$ cat config.mk
export PLATFORM = sky130hd
export DESIGN_NAME = zs_lane_scheduler
export DESIGN_NICKNAME = d
export VERILOG_FILES = /design/src/rtl/zs_sched_pkg.sv /design/src/rtl/zs_lane_fifo.sv /design/src/rtl/zs_lane_scheduler.sv
export SDC_FILE = /design/constraint.sdc
export NUM_CORES = 1
export LEC_CHECK = 0
export ABC_AREA = 1
export CORE_MARGIN = 8
export CORE_UTILIZATION = 40
export CTS_BUF_LIST = sky130_fd_sc_hd__clkbuf_8
export DETAILED_ROUTE_END_ITERATION = 7
export GPL_ROUTABILITY_DRIVEN = 0
export GPL_TIMING_DRIVEN = 0
export PLACE_DENSITY = 0.59
export SETUP_SLACK_MARGIN = 0.5
export SYNTH_ARGS = -nofsm -noshare
export SYNTH_HDL_FRONTEND = slang
export SYNTH_SLANG_ARGS = --single-unit
$ cat constraint.sdc
create_clock -name clk -period 10.5 [get_ports clk]
set_clock_uncertainty 0.2 [all_clocks]
set_input_delay 2.1 -clock clk [delete_from_list [all_inputs] [get_ports clk]]
set_output_delay 2.1 -clock clk [all_outputs]
set_load 0.005 [all_outputs]
$ cat src/rtl/zs_sched_pkg.sv
// Shared types for the Zelen-Severo lane scheduler. The types are sized for the largest supported
// configuration, so any legal NUM_LANES/OUT_DEPTH fits without re-parameterising the package.
package zs_sched_pkg;
    localparam int ZS_MAX_LANES = 16;
    localparam int ZS_MAX_DEPTH = 64;
    localparam int ZS_LAT       = 4;

    typedef logic [$clog2(ZS_MAX_LANES)-1:0]   lane_id_t;
    typedef logic [$clog2(ZS_MAX_DEPTH+1)-1:0] credit_t;

    typedef struct packed {
        logic     valid;
        lane_id_t lane_id;
    } tag_t;
endpackage

$ cat src/rtl/zs_lane_fifo.sv
// Per-lane response FIFO with first-word fall-through. The head reads as zero while the FIFO is empty.
module zs_lane_fifo #(
    parameter  int WIDTH = 32,
    parameter  int DEPTH = 4,
    localparam int AW    = $clog2(DEPTH),
    localparam int CW    = $clog2(DEPTH + 1)
) (
    input  logic             clk,
    input  logic             rst,
    input  logic             i_wr_en,
    input  logic [WIDTH-1:0] i_wr_data,
    input  logic             i_rd_en,
    output logic [WIDTH-1:0] o_rd_data,
    output logic             o_empty,
    output logic [CW-1:0]    o_count
);
    logic [WIDTH-1:0] r_mem [DEPTH];
    logic [AW-1:0]    r_wptr, r_rptr;
    logic [CW-1:0]    r_cnt;
    logic             w_rd, w_wr;

    assign w_rd = i_rd_en && (r_cnt != '0);
    // A write into a full FIFO is only accepted when a pop frees the slot in the same cycle.
    assign w_wr = i_wr_en && ((r_cnt != CW'(DEPTH)) || w_rd);

    always_ff @(posedge clk) begin
        if (w_wr) r_mem[r_wptr] <= i_wr_data;
    end

    always_ff @(posedge clk or posedge rst) begin
        if (rst) begin
            r_wptr <= '0;
            r_rptr <= '0;
            r_cnt  <= '0;
        end else begin
            if (w_wr) r_wptr <= r_wptr + 1'b1;
            if (w_rd) r_rptr <= r_rptr + 1'b1;
            r_cnt <= r_cnt + CW'(w_wr) - CW'(w_rd);
        end
    end

    assign o_empty   = (r_cnt == '0);
    assign o_count   = r_cnt;
    assign o_rd_data = o_empty ? '0 : r_mem[r_rptr];
endmodule

$ cat src/rtl/zs_lane_scheduler.sv
// Round-robin sharing of one fixed-latency inverse-CDF datapath among NUM_LANES lanes.
// Credits bound the number of in-flight plus buffered results per lane, so a response FIFO never overflows.
module zs_lane_scheduler
    import zs_sched_pkg::*;
#(
    parameter int NUM_LANES = 4,
    parameter int WIDTH     = 32,
    parameter int FRAC      = 16,
    parameter int LAT       = ZS_LAT,
    parameter int OUT_DEPTH = 4
) (
    input  logic                       clk,
    input  logic                       rst,
    input  logic [NUM_LANES-1:0]       req_valid,
    output logic [NUM_LANES-1:0]       req_ready,
    input  logic [NUM_LANES*WIDTH-1:0] req_t,
    input  logic [NUM_LANES-1:0]       req_negate,
    output logic                       dp_valid_in,
    output logic [WIDTH-1:0]           dp_t,
    output logic                       dp_negate,
    input  logic                       dp_valid_out,
    input  logic [WIDTH-1:0]           dp_z,
    output logic [NUM_LANES-1:0]       rsp_valid,
    input  logic [NUM_LANES-1:0]       rsp_ready,
    output logic [NUM_LANES*WIDTH-1:0] rsp_z,
    output logic                       busy,
    output logic                       tag_err
);
    localparam int CW = $clog2(OUT_DEPTH + 1);

    if (NUM_LANES < 2 || NUM_LANES > ZS_MAX_LANES || OUT_DEPTH < 2 || OUT_DEPTH > ZS_MAX_DEPTH ||
        LAT < 1 || FRAC > WIDTH) begin : g_param_chk
        $error("zs_lane_scheduler: unsupported parameter set");
    end

    credit_t          r_credit [NUM_LANES];
    tag_t             r_tag [LAT];
    lane_id_t         r_rr, r_dp_lane, w_win;
    logic             r_dp_valid, r_dp_neg, r_tag_err;
    logic [WIDTH-1:0] r_dp_t, w_t;
    logic             w_any, w_neg, w_tag_live, w_fifo_live;
    logic [NUM_LANES-1:0] w_elig, w_grant, w_wr, w_restore, w_pop, w_empty;
    logic [CW-1:0]    w_cnt [NUM_LANES];
    tag_t             w_tail;

    assign w_tail = r_tag[LAT-1];

    always_comb begin
        w_elig = '0;
        for (int i = 0; i < NUM_LANES; i++)
            w_elig[i] = req_valid[i] && (r_credit[i] != '0) && !rst;
    end

    // Rotating priority: first eligible lane at or above r_rr, wrapping.
    always_comb begin : p_arb
        int idx;
        idx     = 0;
        w_any   = 1'b0;
        w_win   = '0;
        w_grant = '0;
        w_t     = '0;
        w_neg   = 1'b0;
        for (int k = 0; k < NUM_LANES; k++) begin
            idx = int'(r_rr) + k;
            if (idx >= NUM_LANES) idx = idx - NUM_LANES;
            if (!w_any && w_elig[idx]) begin
                w_any = 1'b1;
                w_win = lane_id_t'(idx);
            end
        end
        for (int i = 0; i < NUM_LANES; i++) begin
            w_grant[i] = w_any && (w_win == lane_id_t'(i));
            if (w_grant[i]) begin
                w_t   = req_t[i*WIDTH +: WIDTH];
                w_neg = req_negate[i];
            end
        end
    end

    // A tail tag without a result means the datapath lost it: hand the credit back.
    always_comb begin
        w_wr      = '0;
        w_restore = '0;
        w_pop     = '0;
        for (int i = 0; i < NUM_LANES; i++) begin
            w_wr[i]      = w_tail.valid && (w_tail.lane_id == lane_id_t'(i)) && dp_valid_out;
            w_restore[i] = w_tail.valid && (w_tail.lane_id == lane_id_t'(i)) && !dp_valid_out;
            w_pop[i]     = rsp_ready[i] && !w_empty[i];
        end
    end

    always_ff @(posedge clk or posedge rst) begin
        if (rst) begin
            r_rr       <= '0;
            r_dp_valid <= 1'b0;
            r_dp_t     <= '0;
            r_dp_neg   <= 1'b0;
            r_dp_lane  <= '0;
            r_tag_err  <= 1'b0;
            for (int k = 0; k < LAT; k++) r_tag[k] <= '0;
            for (int i = 0; i < NUM_LANES; i++) r_credit[i] <= credit_t'(OUT_DEPTH);
        end else begin
            r_dp_valid <= w_any;
            if (w_any) begin
                r_dp_t    <= w_t;
                r_dp_neg  <= w_neg;
                r_dp_lane <= w_win;
                r_rr      <= (w_win == lane_id_t'(NUM_LANES - 1)) ? '0 : w_win + 1'b1;
            end
            r_tag[0] <= '{valid: r_dp_valid, lane_id: r_dp_lane};
            for (int k = 1; k < LAT; k++) r_tag[k] <= r_tag[k-1];
            if (dp_valid_out != w_tail.valid) r_tag_err <= 1'b1;
            for (int i = 0; i < NUM_LANES; i++)
                r_credit[i] <= r_credit[i] - credit_t'(w_grant[i]) + credit_t'(w_pop[i])
                             + credit_t'(w_restore[i]);
        end
    end

    for (genvar g = 0; g < NUM_LANES; g++) begin : g_lane
        zs_lane_fifo #(.WIDTH(WIDTH), .DEPTH(OUT_DEPTH)) u_fifo (
            .clk       (clk),
            .rst       (rst),
            .i_wr_en   (w_wr[g]),
            .i_wr_data (dp_z),
            .i_rd_en   (rsp_ready[g]),
            .o_rd_data (rsp_z[g*WIDTH +: WIDTH]),
            .o_empty   (w_empty[g]),
            .o_count   (w_cnt[g])
        );
        assign rsp_valid[g] = !w_empty[g];
    end

    always_comb begin
        w_tag_live  = r_dp_valid;
        w_fifo_live = 1'b0;
        for (int k = 0; k < LAT; k++) w_tag_live = w_tag_live | r_tag[k].valid;
        for (int i = 0; i < NUM_LANES; i++) w_fifo_live = w_fifo_live | (w_cnt[i] != '0);
    end

    assign req_ready   = w_grant;
    assign dp_valid_in = r_dp_valid;
    assign dp_t        = r_dp_t;
    assign dp_negate   = r_dp_neg;
    assign busy        = w_tag_live || w_fifo_live;
    assign tag_err     = r_tag_err;
endmodule

==> metrics, run 1 <==
area grow syn2layout=25.51%; global-route wire length before repair=115700 um; synth top area cells=edfxtp_1 (56%), dfrtp_1 (10%), nor2_1 (8.7%); clock buffer depth=3; worst path cell trace=clkdlybuf4s50_1 -> nor2_1 -> nand3_1 -> nand2_1 -> nand2_1 -> nand2_2 -> a21oi_1 -> or2_2 -> and3_1 -> clkbuf_1 -> inv_1 -> ha_1 -> nand3_2 -> nor2_4 -> buf_2 -> clkdlybuf4s50_1; Die Wd=278.0 um; share of cells above drive strength 1=0.07472; Async SR Flop Fraction=0.1886; Slew HR=0.2331; Final Hold Vio Count=0; die area=77290 um2; Tmin final=7.945 ns; Synthesized Nets=2781; vias per cell=4.989; Resize count post-CTS=0; status=complete, no violations; CTS tree=yes; final setup TNS=0 ns; main flop type after synthesis=edfxtp_1; crit end category=primary output; Startpoint Class=input port; IO Port Bufs=346; PnR worst setup slack=2.555 ns; Mapped Cells=2522; Cell Rows=96; Hold Path Class=flip-flop to flip-flop; total wire length=74790 um; Post-synth EDFFs=512; Worst Path Max Fanout=11; area share of the largest cell type after synthesis=0.5599; post-synth top area cell=edfxtp_1; worst vdd ir=0.2103 mV; antenna viol nets, final=0; cell count after placement=3761; fmax=0.1259 GHz; drt pass-1 iters=5; clock-pin transition on the worst setup and hold timing paths=0.05 ns; unrepaired setup endpoints after global routing=no; Setup Fix Bufs, Post-CTS=0; CTS Sinks=631; final core utilization=0.5051; H-tree Lvls=3; final net count=3247; CP peak stage delay=0.58 ns; Yosys reg bits=631; initial core utilization=0.4025; Tcrit/Tclk final=0.7566; Seq/Total Area, Yosys=0.6686; Critical-path top delay cell=clkdlybuf4s50_1; Total Power=0.01121 W; vias in the first global route=20550; critical path class=input port to primary output; WL/cell=18.88 um; num ports=347; vias after detailed routing=19770; critical path data arrival time=5.64 ns; clk root buf=clkbuf_8; Syn Area/Cell=10.89 um2; GRT overflow=0; Pwr Density=325.2 nW/um2; final std cells w/o fill=3962; Cell variety after synth=40; Final setup viols=0; Slew @ Worst Pin=1.142 ns; antenna violations before repair=1; P_leak=13.18 nW; hold_buf cts=0; MaxCap Viol Count=0; worst skew pair latency=0.68 ns; cts bufs inserted=107; Die Y=278.0 um; largest net degree at the start of global routing=66; Post-Place Setup Slack=2.609 ns; yosys warns=0; synth cell count leaders=nor2_1 (639), edfxtp_1 (512), o21ai_0 (271); Req. time, crit path=8.20 ns; Post-Syn Area=27460 um2; drc violations=0; Total GRT Usage=0.1891; count leader, synth=nor2_1; hpwl dp=54540 um; Core Region=68230 um2; fill count=6070; number of DRC markers in iteration 0=1237; Final Max Tran Viols=0
final cells by class:
| type | count | area [um2] | area share |
|---|---|---|---|
| clock inverter | 81 | 417.9 | 0.01213 |
| clock buffer | 118 | 1624 | 0.04712 |
| timing repair buffer | 357 | 3729 | 0.1082 |
| multi-input combinational | 1600 | 8065 | 0.2340 |
| inverter | 169 | 641.9 | 0.01862 |
| sequential | 631 | 18360 | 0.5327 |
| tap | 882 | 1104 | 0.03202 |
| antenna | 2 | 5.005 | 0.0001452 |
| buffer | 122 | 519.2 | 0.01507 |
critical path, delay by kind of cell:
kind / cells / cell delay, ns
buf+inv: 5 / 1.83
fa+ha+maj: 1 / 0.18
compound gates: 1 / 0.10
simple gates: 9 / 1.42
registers in the layout, summed over array words and instances (netlist names), 4 cells and up:
| signal | count |
|---|---|
| g_lane.u_fifo.r_rptr | 8 |
| g_lane.u_fifo.r_wptr | 8 |
| dp_t | 32 |
| r_rr | 4 |
| r_tag | 20 |
| g_lane.u_fifo.o_count | 12 |
| g_lane.u_fifo.r_mem | 512 |
| r_credit | 28 |
| r_dp_lane | 4 |
placed cells by master, fill, tap and decap left out, types with 3 or more instances in the layout:
master / synthesis / layout
nor3_1: 6 / 6
inv_2: 4 / 4
clkinv_2: 0 / 12
fa_1: 12 / 12
buf_2: 22 / 22
inv_1: 160 / 199
ha_1: 72 / 72
inv_6: 0 / 4
clkinv_8: 0 / 3
buf_1: 29 / 29
nand2_1: 255 / 255
xnor2_1: 14 / 14
buf_4: 5 / 5
clkbuf_8: 0 / 118
dfstp_2: 4 / 4
nand4_1: 3 / 3
nor4_1: 3 / 3
o21ai_0: 271 / 271
clkbuf_1: 64 / 64
edfxtp_1: 512 / 512
nor2_4: 6 / 22
clkinv_1: 4 / 23
dfrtp_1: 115 / 115
nand3_1: 76 / 76
buf_16: 0 / 6
nand3_2: 4 / 4
a21oi_1: 180 / 180
xor2_1: 36 / 36
nand2_2: 8 / 8
clkdlybuf4s50_1: 0 / 346
buf_12: 0 / 5
nor2_1: 639 / 623
where the power goes:
part | switching, W | leakage (nW) | total [W] | internal [W]
logic | 0.00352 | 5.94 | 0.00586 | 0.00234
registers | 0.000173 | 6.04 | 0.00327 | 0.00310
clock network | 0.00101 | 1.19 | 0.00207 | 0.00107
total | 0.00470 | 13.2 | 0.0112 | 0.00651
cells by family after synthesis:
family / Yosys count / share of synthesized area
buf+inv: 291 / 0.04210
compound gates: 458 / 0.08398
mux: 1 / 0.0003645
simple gates: 1006 / 0.1469
fa+ha+maj: 84 / 0.04156
xor+xnor: 51 / 0.01654
flops: 631 / 0.6686
stage by stage:
stage / area, um2 / hold WS [ns]
2_1_floorplan: 27460 / 0.1312
3_3_place_gp: 32030 / 0.1321
3_5_place_dp: 32420 / 0.1358
4_1_cts: 34460 / 0.1486
5_1_grt: 34460 / 0.1475
6_report: 34460 / 0.1412
path summary, 6_finish.rpt:
| check | startpoint | endpoint | slack [ns] | cells past startpoint |
|---|---|---|---|---|
| worst max-delay path | rst | req_ready[2] | 2.56 | 16 |
| worst min-delay path | r_tag[8] | r_tag[3] | 0.14 | 0 |
| worst max register to register | r_rr[1] | r_credit[6] | 4.89 | 20 |
| worst min register to register | r_tag[8] | r_tag[3] | 0.14 | 0 |
| max in group asynchronous | rst | r_credit[2] | 7.53 | 3 |
| min in group asynchronous | rst | g_lane[1].u_fifo.r_rptr[1] | 1.78 | 2 |
per-layer routing:
metal | vias up | track usage | part of all wire
li1 | 9461 | - | -
met1 | 9556 | 0.2282 | 0.40
met2 | 636 | 0.3327 | 0.50
met3 | 114 | 0.04523 | 0.072
met4 | 0 | 0.05989 | 0.025
met5 | - | 0 | 0
Power figures use the tool's default switching activity.
==> run 2: changes to the inputs <==
==> constraint.sdc (replaced) <==
create_clock -name clk -period 7.55 [get_ports clk]
set_clock_uncertainty 0.2 [all_clocks]
set_input_delay 1.51 -clock clk [delete_from_list [all_inputs] [get_ports clk]]
set_output_delay 1.51 -clock clk [all_outputs]
set_load 0.005 [all_outputs]
==> results of run 2 <==
Same layout as run 1 (identical final DEF). Status: complete, no violations.
Main changes from that run: setup slack after placement 2.609 ns -> 0.8392 ns; setup slack after layout 2.555 ns -> 0.7853 ns; register-to-register setup slack 4.89 ns -> 1.94 ns; total power 0.01121 W -> 0.01559 W; worst IR drop on VDD 0.2103 mV -> 0.2925 mV
==> run 3: changes to the inputs <==
==> constraint.sdc (replaced) <==
create_clock -name clk -period 7.3 [get_ports clk]
set_clock_uncertainty 0.2 [all_clocks]
set_input_delay 1.46 -clock clk [delete_from_list [all_inputs] [get_ports clk]]
set_output_delay 1.46 -clock clk [all_outputs]
set_load 0.005 [all_outputs]
==> metrics, run 3 (synthesis gave the netlist of run 1 again) <==
Slew @ Worst Pin=1.127 ns; RR Startpoint=r_rr[1]; final core utilization=0.5053; Core Region=68230 um2; worst r2r path cells=22; worst skew pair latency=0.67 ns; global-route wire length before repair=115700 um; Critical Path Source=rst; area grow syn2layout=25.55%; num ports=347; IO Port Bufs=346; sw power=0.006754 W; hold_sp=r_tag[8]; cts bufs inserted=107; Cell Rows=96; Startpoint Class=input port; critical path data arrival time=4.95 ns; Hold Path Class=flip-flop to flip-flop; CTS Sinks=631; die area=77290 um2; final net count=3247; Final Hold Vio Count=0; share of cells above drive strength 1=0.07505; final setup TNS=0 ns; status=complete, no violations; Tcrit/Tclk final=0.9056; switching fraction of total power=0.4187; vias after detailed routing=19780; worst vdd ir=0.3067 mV; FF+latch area=18360 um2; Req. time, crit path=5.64 ns; combinational fraction of design power=0.523; clock buffer depth=3; Clock power frac=0.185; Die Y=278.0 um; Slew HR=0.2431; Tmin final=6.611 ns; Pwr Density=467.9 nW/um2; MaxCap Viol Count=0; Total GRT Usage=0.1891; cell depth of the worst hold path=0; Final setup viols=0; Worst Path Max Fanout=11; Total Power=0.01613 W; fmax=0.1513 GHz; multi-input logic area=8069 um2; largest net degree at the start of global routing=66; Die Wd=278.0 um; cell count after placement=3761; drt pass-1 iters=5; GRT overflow=0; WL/cell=18.88 um; CTS tree=yes; WHS=0.1430 ns; Sequential Power Share=0.292; cell-internal power=0.009376 W; clk root buf=clkbuf_8; vias per cell=4.993; H-tree Lvls=3; worst path cell trace=clkdlybuf4s50_1 -> nor2_1 -> nand3_1 -> nand3_1 -> nand2_1 -> nand2_2 -> nor2_4 -> nand2_1 -> and3_1 -> clkbuf_1 -> ha_1 -> nand2_4 -> nor2_8 -> buf_2 -> clkdlybuf4s50_1; unrepaired setup endpoints after global routing=no; antenna violations before repair=1; Final Max Tran Viols=0; fill count=6065; total wire length=74800 um; crit end category=primary output; most common cell after layout, fill and taps aside=nor2_1; vias in the first global route=20550; initial core utilization=0.4025; antenna viol nets, final=0; Critical-path top delay cell=clkdlybuf4s50_1; clock-pin transition on the worst setup and hold timing paths=0.05 ns; Largest register FFs=512; number of DRC markers in iteration 0=1172; hpwl dp=54540 um; final std cells w/o fill=3962; most frequent cells in the layout=nor2_1 (623), edfxtp_1 (512), clkdlybuf4s50_1 (346); Largest Register=g_lane.u_fifo.r_mem; P_leak=13.18 nW; drc violations=0; critical path class=input port to primary output; CP peak stage delay=0.58 ns
==> run 3: cell types whose count changed in the layout (fill, tap and decap cells not counted), sizes merged <==
| cell | before | now |
|---|---|---|
| buf | 69 | 66 |
| clkbuf | 182 | 185 |
==> run 3: power by group through the flow <==
stage / Combinational (W) / Clock [W] / Sequential, W
floorplan: 0.00490 / 0 / 0.00472
global placement: 0.00822 / 0 / 0.00476
detailed placement: 0.00849 / 0 / 0.00478
CTS: 0.00853 / 0.00306 / 0.00471
global route: 0.00945 / 0.00320 / 0.00476
finish: 0.00844 / 0.00298 / 0.00471
==> run 3: what timing repair did <==
action,in CTS,in global routing
setup buffers,0,0
hold buffers,0,0
endpoints found under the setup margin,0,4
resized for setup,0,4
==> run 3: layout make-up <==
type,count,share of cell area
Antenna cell,2,0.0001452
Buffer,122,0.01528
Multi-Input combinational cell,1600,0.2341
Clock buffer,118,0.04711
Timing Repair Buffer,357,0.1082
Inverter,169,0.01862
Sequential cell,631,0.5325
Tap cell,882,0.03201
Clock inverter,81,0.01212
==> run 3: path summary, 6_finish.rpt <==
check                                             end  slack (ns)
max in group asynchronous                 r_credit[2]        4.96
hold reg to reg                              r_tag[3]        0.14
setup / recovery                         req_ready[3]        0.69
setup reg to reg                          r_credit[6]        1.70
min in group asynchronous  g_lane[1].u_fifo.r_rptr[1]        1.15
hold / removal                               r_tag[3]        0.14
==> run 3: metal layers <==
layer / wire length (um) / track usage / up-vias / share of wire
met2: 37310 / 0.3327 / 628 / 0.50
met1: 30280 / 0.2282 / 9560 / 0.40
met5: 0 / 0 / - / 0
met4: 2028 / 0.05989 / 0 / 0.027
li1: - / - / 9468 / -
met3: 5175 / 0.04523 / 125 / 0.069
==> run 3: worst max-delay path: cells and delay by family <==
kind,cells,cell delay (ns)
AND/OR/NAND/NOR,10,1.45
adder cells (fa/ha/maj),1,0.29
buffers and inverters,4,1.73
==> run 3: per-stage QoR <==
step / instance area [um2] / setup WS [ns]
floorplan: 27460 / 2.041
finish: 34470 / 0.6895
global placement: 32030 / 0.2999
global route: 34470 / 0.5116
CTS: 34460 / 0.6657
detailed placement: 32420 / 0.6892
